**src/rtl/imem_boot_loader.sv**
```systemverilog
// UART (8N1) boot loader: assembles little-endian bytes into instruction words,
// writes them into instruction memory and holds the core in reset until the image is in.
module imem_boot_loader #(
    parameter int CLKS_PER_BIT = 868,
    parameter int BUS_WIDTH    = 32,
    parameter int DEPTH        = 256
) (
    input  logic                 clk,
    input  logic                 rst,
    input  logic                 rx,
    output logic                 i_mem_wr_en,
    output logic [BUS_WIDTH-1:0] i_mem_wr_addr,
    output logic [BUS_WIDTH-1:0] i_mem_wr_data,
    output logic                 cpu_rst_n,
    output logic                 load_done,
    output logic                 frame_err
);

    localparam int              CW      = $clog2(CLKS_PER_BIT) + 1;
    localparam logic [CW-1:0]   HALF_M1 = CW'(CLKS_PER_BIT / 2 - 1);
    localparam logic [CW-1:0]   FULL_M1 = CW'(CLKS_PER_BIT - 1);
    localparam logic [31:0]     DEPTH_W = DEPTH;

    localparam logic [1:0] RX_IDLE  = 2'd0;
    localparam logic [1:0] RX_START = 2'd1;
    localparam logic [1:0] RX_DATA  = 2'd2;
    localparam logic [1:0] RX_STOP  = 2'd3;

    localparam logic [1:0] LD_HDR_LO = 2'd0;
    localparam logic [1:0] LD_HDR_HI = 2'd1;
    localparam logic [1:0] LD_WORD   = 2'd2;
    localparam logic [1:0] LD_DONE   = 2'd3;

    logic                 r_sync1;
    logic                 r_sync2;
    logic                 w_rxs;

    logic [1:0]           r_rx_state;
    logic [CW-1:0]        r_cnt;
    logic [2:0]           r_bit_idx;
    logic [7:0]           r_shift;
    logic                 r_byte_valid;
    logic [7:0]           r_byte;
    logic                 r_frame_err;

    logic [1:0]           r_ld_state;
    logic [15:0]          r_n;
    logic [15:0]          r_word_idx;
    logic [1:0]           r_byte_sel;
    logic [BUS_WIDTH-1:0] r_word;
    logic                 r_wr_en;
    logic [BUS_WIDTH-1:0] r_wr_addr;
    logic [BUS_WIDTH-1:0] r_wr_data;
    logic                 r_fin_pend;
    logic                 r_load_done;

    logic [BUS_WIDTH-1:0] w_word_full;
    logic                 w_in_range;
    logic                 w_last;

    // Preset to idle-high so leaving reset never looks like a start bit.
    always_ff @(posedge clk) begin
        if (!rst) begin
            r_sync1 <= 1'b1;
            r_sync2 <= 1'b1;
        end else begin
            r_sync1 <= rx;
            r_sync2 <= r_sync1;
        end
    end

    assign w_rxs = r_sync2;

    always_ff @(posedge clk) begin
        if (!rst) begin
            r_rx_state   <= RX_IDLE;
            r_cnt        <= '0;
            r_bit_idx    <= '0;
            r_shift      <= '0;
            r_byte_valid <= 1'b0;
            r_byte       <= '0;
            r_frame_err  <= 1'b0;
        end else begin
            r_byte_valid <= 1'b0;
            case (r_rx_state)
                RX_IDLE: begin
                    if (!w_rxs) begin
                        r_rx_state <= RX_START;
                        r_cnt      <= '0;
                    end
                end
                RX_START: begin
                    if (r_cnt == HALF_M1) begin
                        r_cnt      <= '0;
                        r_bit_idx  <= '0;
                        r_rx_state <= w_rxs ? RX_IDLE : RX_DATA;
                    end else begin
                        r_cnt <= r_cnt + 1'b1;
                    end
                end
                RX_DATA: begin
                    if (r_cnt == FULL_M1) begin
                        r_cnt   <= '0;
                        r_shift <= {w_rxs, r_shift[7:1]};
                        if (r_bit_idx == 3'd7)
                            r_rx_state <= RX_STOP;
                        else
                            r_bit_idx <= r_bit_idx + 1'b1;
                    end else begin
                        r_cnt <= r_cnt + 1'b1;
                    end
                end
                RX_STOP: begin
                    // Sampled mid stop bit; the remaining half bit leaves time to catch a back-to-back start.
                    if (r_cnt == FULL_M1) begin
                        r_cnt      <= '0;
                        r_rx_state <= RX_IDLE;
                        if (w_rxs) begin
                            r_byte_valid <= 1'b1;
                            r_byte       <= r_shift;
                        end else begin
                            r_frame_err <= 1'b1;
                        end
                    end else begin
                        r_cnt <= r_cnt + 1'b1;
                    end
                end
                default: r_rx_state <= RX_IDLE;
            endcase
        end
    end

    always_comb begin
        w_word_full        = r_word;
        w_word_full[31:24] = r_byte;
        w_in_range         = (32'(r_word_idx) < DEPTH_W);
        w_last             = (r_word_idx == r_n - 16'd1);
    end

    always_ff @(posedge clk) begin
        if (!rst) begin
            r_ld_state  <= LD_HDR_LO;
            r_n         <= '0;
            r_word_idx  <= '0;
            r_byte_sel  <= '0;
            r_word      <= '0;
            r_wr_en     <= 1'b0;
            r_wr_addr   <= '0;
            r_wr_data   <= '0;
            r_fin_pend  <= 1'b0;
            r_load_done <= 1'b0;
        end else begin
            r_wr_en    <= 1'b0;
            r_fin_pend <= 1'b0;
            if (r_fin_pend)
                r_load_done <= 1'b1;
            if (r_byte_valid) begin
                case (r_ld_state)
                    LD_HDR_LO: begin
                        r_n[7:0]   <= r_byte;
                        r_ld_state <= LD_HDR_HI;
                    end
                    LD_HDR_HI: begin
                        r_n[15:8]  <= r_byte;
                        r_word_idx <= '0;
                        r_byte_sel <= '0;
                        if ({r_byte, r_n[7:0]} == 16'd0) begin
                            r_ld_state  <= LD_DONE;
                            r_load_done <= 1'b1;
                        end else begin
                            r_ld_state <= LD_WORD;
                        end
                    end
                    LD_WORD: begin
                        r_word[{r_byte_sel, 3'b000} +: 8] <= r_byte;
                        r_byte_sel <= r_byte_sel + 1'b1;
                        if (r_byte_sel == 2'd3) begin
                            // Out-of-range words still count toward N but never reach memory.
                            if (w_in_range) begin
                                r_wr_en   <= 1'b1;
                                r_wr_addr <= BUS_WIDTH'({r_word_idx, 2'b00});
                                r_wr_data <= w_word_full;
                            end
                            r_word_idx <= r_word_idx + 16'd1;
                            if (w_last) begin
                                r_ld_state <= LD_DONE;
                                r_fin_pend <= 1'b1;
                            end
                        end
                    end
                    default: ;
                endcase
            end
        end
    end

    assign i_mem_wr_en   = r_wr_en;
    assign i_mem_wr_addr = r_wr_addr;
    assign i_mem_wr_data = r_wr_data;
    assign load_done     = r_load_done;
    assign cpu_rst_n     = r_load_done;
    assign frame_err     = r_frame_err;

endmodule

```
**config.mk**
```make
export PLATFORM = sky130hd
export DESIGN_NAME = imem_boot_loader
export DESIGN_NICKNAME = d
export VERILOG_FILES = /design/src/rtl/imem_boot_loader.sv
export SDC_FILE = /design/constraint.sdc
export NUM_CORES = 1
export LEC_CHECK = 0
export ABC_CLOCK_PERIOD_IN_PS = 5800
export BUFFER_PORTS_ARGS = -buffer_cell sky130_fd_sc_hd__buf_2
export CORE_MARGIN = 8
export CORE_UTILIZATION = 55
export CTS_CLUSTER_DIAMETER = 200
export DETAILED_ROUTE_END_ITERATION = 10
export PLACE_DENSITY_LB_ADDON = 0.15
export SLEW_MARGIN = 20
export SYNTH_ARGS = -nofsm -noshare
export SYNTH_HDL_FRONTEND = slang
export SYNTH_SLANG_ARGS = --single-unit
```
**constraint.sdc**
```tcl
create_clock -name clk -period 5.8 [get_ports clk]
set_clock_uncertainty 0.2 [all_clocks]
set_input_delay 0.87 -clock clk [delete_from_list [all_inputs] [get_ports clk]]
set_output_delay 0.87 -clock clk [all_outputs]
set_load 0.02 [all_outputs]
```
---- Word level (Yosys, flattened, before mapping) ----
Index checks and enable logic that the tools add are counted.
storage, ports and cells
  input port bits ......................... 3
  word-level logic and storage cells ...... 99
  output and inout bits ................... 68
  register bits after elaboration ......... 155
operators by class
  $add $sub $neg .......................... 6
  shifts and indexed selects .............. 2
  reductions and logical operators ........ 21
  equal/unequal tests ..................... 18
  bitwise operators ....................... 1
  magnitude comparators ................... 1
  multiplexer cells ....................... 30
operators by type and width
  operator                  number
  $mux W11                  3
  $pmux W11 S3              1
  $bwmux W32                1
  $pmux W16 S2              1
  $shift A8 B7 Y32 const A  1
  $shiftx A8 B7 Y32         1
  $add A16 B1 Y16 const B   1
  $eq A16 B16 Y1            1
  $logic_not A16 Y1         1
  $lt A16 B9 Y1 const B     1
  $mux W16                  1
  $mux W2                   8
  $ne A2 B2 Y1 const B      8
  $reduce_and A4 Y1         4
  $sub A16 B1 Y16 const B   1
  $reduce_and A3 Y1         4
  $add A11 B1 Y11 const B   1
  $eq A11 B10 Y1 const B    1
  $eq A11 B9 Y1 const B     1
  $reduce_and A2 Y1         5
  $mux W3                   3
  $eq A2 B2 Y1 const B      4
  $mux W1                   8
  $pmux W2 S4               1
  other kinds (14)          17

---- Logic depth before layout (Yosys ltp) ----
  word-level depth ........................ 5
  depth in mapped cells ................... 9
  depth with buffers taken out ............ 8

---- Least setup slack after synthesis ----
Ideal clock, no wire load.
  path kind ............................... register -> register
  start ................................... reg r_n[0]
  end ..................................... reg r_ld_state[0]
  arrival ................................. 1930 ps
  data required time ...................... 5521 ps
  library setup time ...................... 79 ps
  path slack .............................. 3591 ps
  buffers on the path ..................... 0
  clock period less this slack ............ 2209 ps
  cell stages (with the launch flop) ...... 9
  cell sequence ........................... dfxtp_1 inv_1 ha_1 nor2b_1 or3_1 a31o_2 a211oi_1 nand4_2 a211oi_2
between the ends
  word-level cells in the longest chain between the ends .. 4
  elaborated cells between the ends (all ways) .. 7
  classes of those cells .................. add/sub: 1; eq/ne: 2; mux: 2; reduce/logical: 2
ends and longest elaborated chain
  what                                RTL line  RTL
  start: declaration                  47        logic [15:0] r_n;
  start signal: assignment            160       r_n[7:0] <= r_byte;
  $sub A16 B1 Y16                     137       w_last = (r_word_idx == r_n - 16'd1);
  $eq A16 B16 Y1                      137
  $ne A2 B2 Y1 (no source line)       n/a
  $reduce_and A4 Y1 (no source line)  n/a
  end signal: assignment              142       r_ld_state <= LD_HDR_LO;
  end signal: assignment              161       r_ld_state <= LD_HDR_HI;
  end signal: assignment              168       r_ld_state <= LD_DONE;
  end: declaration                    46        logic [1:0] r_ld_state;
Several ways; a longest one is shown, not always the timed one.
A chain may end at the register's enable or synchronous reset.

---- Final worst setup path ----
  start ................................... reg r_byte_valid
  end ..................................... reg r_word_idx[15]
between the ends
  word-level cells in the longest chain between the ends .. 1
ends and longest elaborated chain
  what                                RTL line  RTL
  start: declaration                  42        logic r_byte_valid;
  start signal: assignment            80        r_byte_valid <= 1'b0;
  start signal: assignment            84        r_byte_valid <= 1'b0;
  start signal: assignment            119       r_byte_valid <= 1'b1;
  $reduce_and A3 Y1 (no source line)  n/a
  end signal: assignment              184       r_word_idx <= r_word_idx + 16'd1;
  end: declaration                    48        logic [15:0] r_word_idx;
No other way between the ends.

==> flow_summary.toml <==
[run_status]
status = "completed"

[timing]
hold_violations = 0
setup_tns_ps = 0
max_freq_mhz = 362
tightest_slew_ps = 988
period_share_pct = 47.6
setup_violations = 0
drv_slew = 0
fin_crit_ps = 2760
slew_headroom_pct = 33.7
finalWorstSetupSlack_ps = 3040
rsz0062_at_grt = "false"

[clock_network]
worstSkewPairLatency_ps = 420
cts-root-buf = "clkbuf_16"
cts_buffers = 17
cts_max_level = 4
cts_sinks = 147
post_cts_buffers = 0
clk_pin_slew_ps = 50
cts_hold_buf = 0
ctsResizeCount = 0
cts_tree = "built"
clockBufferDepth = 2

[worst_setup_path]
rrSetupSlack_ps = 3040
cp_max_fo = 19
path_cells = "nand2_1 > nor2_1 > nand3_1 > nor3_1 > xnor2_1 > nor2_1"
startpoint = "r_byte_valid$_SDFF_PN0_"
required_ps = 5870
cp-endpoint = "r_word_idx[15]$_SDFFE_PN0P_"
r2r_cells = 6
rr_startpoint = "r_byte_valid$_SDFF_PN0_"
worstSetupStartpointType = "flip-flop"
path_class = "reg2reg"
cp_slowest_cell = "dfxtp_1"
worst_path_largest_cell_delay_ps = 740
crit_top_cell = "nor2_1"
reg2reg_to = "r_word_idx[15]$_SDFFE_PN0P_"
arrival_ps = 2830
critPathCaptureType = "flip-flop"

[floorplan]
core.rowCount = 41
die_h_microns = 128
die_w_microns = 128
top_level_ports = 71
die-area_sq_um = 16300
initial_utilization_pct = 55.4
core_sq_um = 12400

[pwr]
finalPower_mw = 2.16
seqPwrFrac_pct = 47.0
p_per_area_nw_per_um2 = 281
p_sw_mw = 0.418
p_clk_share_pct = 50.8
p_sw_share_pct = 19.4
leakage_nw = 2.95
worst_ir_drop_vdd_mv = 0.285
intPower_mw = 1.74
comb_power_share_pct = 2.1

[logic_synthesis]
yosys_warnings = 0
ys_async_sr_fraction_pct = 0
synth_area_leaders = "dfxtp_1 (43%), nand2_1 (7.9%), a21boi_0 (7.6%), nor2b_1 (4.5%), ha_1 (2.9%)"
synth_edf_count = 0
postSynthCellCount = 794
yosys.area.top_type = "dfxtp_1"
yosys.cell_types.count = 63
synth_ff_type = "dfxtp_1"
synth_seq_cells = 147
synth.top_cell.area_share_pct = 42.8
syn_area_per_cell_sq_um = 8.66
ys_seq_area_share_pct = 42.8
synth.cell_area_sq_um = 6880

[cells_and_area]
drive_above_1_share_pct = 12.1
final_common_cell = "dfxtp_1"
fin_nets = 836
final.fill_count = 1117
stdcell_count = 998
final_cell_area_sq_um = 7680
diodes = 0
syn_to_final_growth_pct = 11.7
final_cell_mix = "dfxtp_1 (147), nand2_1 (145), a21boi_0 (70), buf_2 (53), nor2b_1 (49)"

[route]
drt_iter0_drc = 377
drc_errors = 0
dr.pass1.iters = 4
viasPerCell = 5.54
wl_per_cell_microns = 15.2
vias = 5531
antenna_left = 0
wirelength_mm = 15.2

[global_routing]
grt_max_degree = 88
grtUsageTotal_pct = 19.2
grt_pass1_vias = 5261
grt_antenna_before_repair = 0
grt_pass1_wl_mm = 25.4
gr-total-overflow = 0

[place]
port_buffers = 54
dp_slack_ps = 2820
gp_congestion = 0.898
dp_hpwl_mm = 10.2
dpl_cell_area_sq_um = 7090
placed_cells = 970

[flow_run]
max-cap-violations = 0

[worst_hold_path]
hold_path.class = "reg2reg"
how the worst min path moves through the flow:
stage               slack [ps]                  to  cells after the start               start
floorplan                  190  r_sync2$_SDFF_PN1_                      1  r_sync1$_SDFF_PN1_
global placement           190  r_sync2$_SDFF_PN1_                      1  r_sync1$_SDFF_PN1_
detailed placement         190  r_sync2$_SDFF_PN1_                      1  r_sync1$_SDFF_PN1_
CTS                        210  r_sync2$_SDFF_PN1_                      1  r_sync1$_SDFF_PN1_
global route               220  r_sync2$_SDFF_PN1_                      1  r_sync1$_SDFF_PN1_
finish                     210  r_sync2$_SDFF_PN1_                      1  r_sync1$_SDFF_PN1_
state kept, by name, summed over array words and instances, names as in the netlist, 2 cells and up, named ones only:
| signal | flops |
|---|---|
| r_cnt | 11 |
| r_ld_state | 2 |
| i_mem_wr_addr | 16 |
| r_word_idx | 16 |
| r_byte_sel | 2 |
| r_shift | 8 |
| r_bit_idx | 3 |
| r_n | 16 |
| r_byte | 8 |
| i_mem_wr_data | 32 |
| r_word | 24 |
cells in the mapped netlist (5+ instances only):
cell        n
ha_1       16
nand3_1    22
xor2_1     14
nor2_1     25
a21oi_1    18
or3_1       6
inv_1      16
nand2b_1    8
a22oi_1    25
nor2b_1    49
a211oi_1    5
o21ai_0    21
a21boi_0   70
nor3_1     17
buf_4      20
nand2_1   145
a31oi_1     6
nor3b_1     7
and2_1      7
nand4_1    10
and3_1     23
dfxtp_1   147
mux2i_1    11
xnor2_1    10
clkbuf_1   38
final cells by class:
class / instances / area (sq um) / area share, %
Multi-Input combinational cell: 579 / 3590 / 46.7
Clock buffer: 24 / 492 / 6.40
Tap cell: 172 / 215 / 2.80
Sequential cell: 147 / 2940 / 38.3
Timing Repair Buffer: 56 / 288 / 3.75
Inverter: 16 / 60.1 / 0.782
Clock inverter: 4 / 98.8 / 1.29
logic make-up (layout without fill, tap and decap cells):
family	count (synthesis)	in the layout	synth area share [%]
and+or+nand+nor	344	344	26.0
AOI/OAI and AO/OA	168	168	17.6
DFF	147	147	42.8
buffers and inverters	83	100	5.97
xor gates and xnor gates	24	24	3.06
adders and majority gates	16	16	2.91
muxes	11	11	1.60
other	1	16	0.0545
power groups by stage:
stage	clock [mW]	sequential [mW]	combinational (mW)
5_1_grt	1.17	1.01	0.0505
3_3_place_gp	0	1.04	0.0447
2_1_floorplan	0	1.03	0.0496
3_5_place_dp	0	1.04	0.0457
4_1_cts	1.12	1.01	0.0459
6_report	1.10	1.01	0.0460
critical path: cells and delay by family (launching register included):
family,cells,cell delay (ps)
DFF,1,740
and+or+nand+nor,5,1490
xor gates and xnor gates,1,170
metal layers:
layer	GRT usage (%)	wire (microns)	vias up	share of wire [%]
li1	-	-	2744	-
met1	23.5	6920	2653	46
met2	31.7	7260	117	48
met3	5.70	818	17	5.4
met4	6.01	186	0	1.2
met5	0	0	-	0
per-stage QoR:
step / hold WS, ps / utilization, %
2_1_floorplan: 186 / -
4_1_cts: 207 / 61.9
6_report: 206 / 61.9
5_1_grt: 216 / 61.9
3_5_place_dp: 194 / 57.1
3_3_place_gp: 195 / 57.1
(Power assumes the default switching activity.)
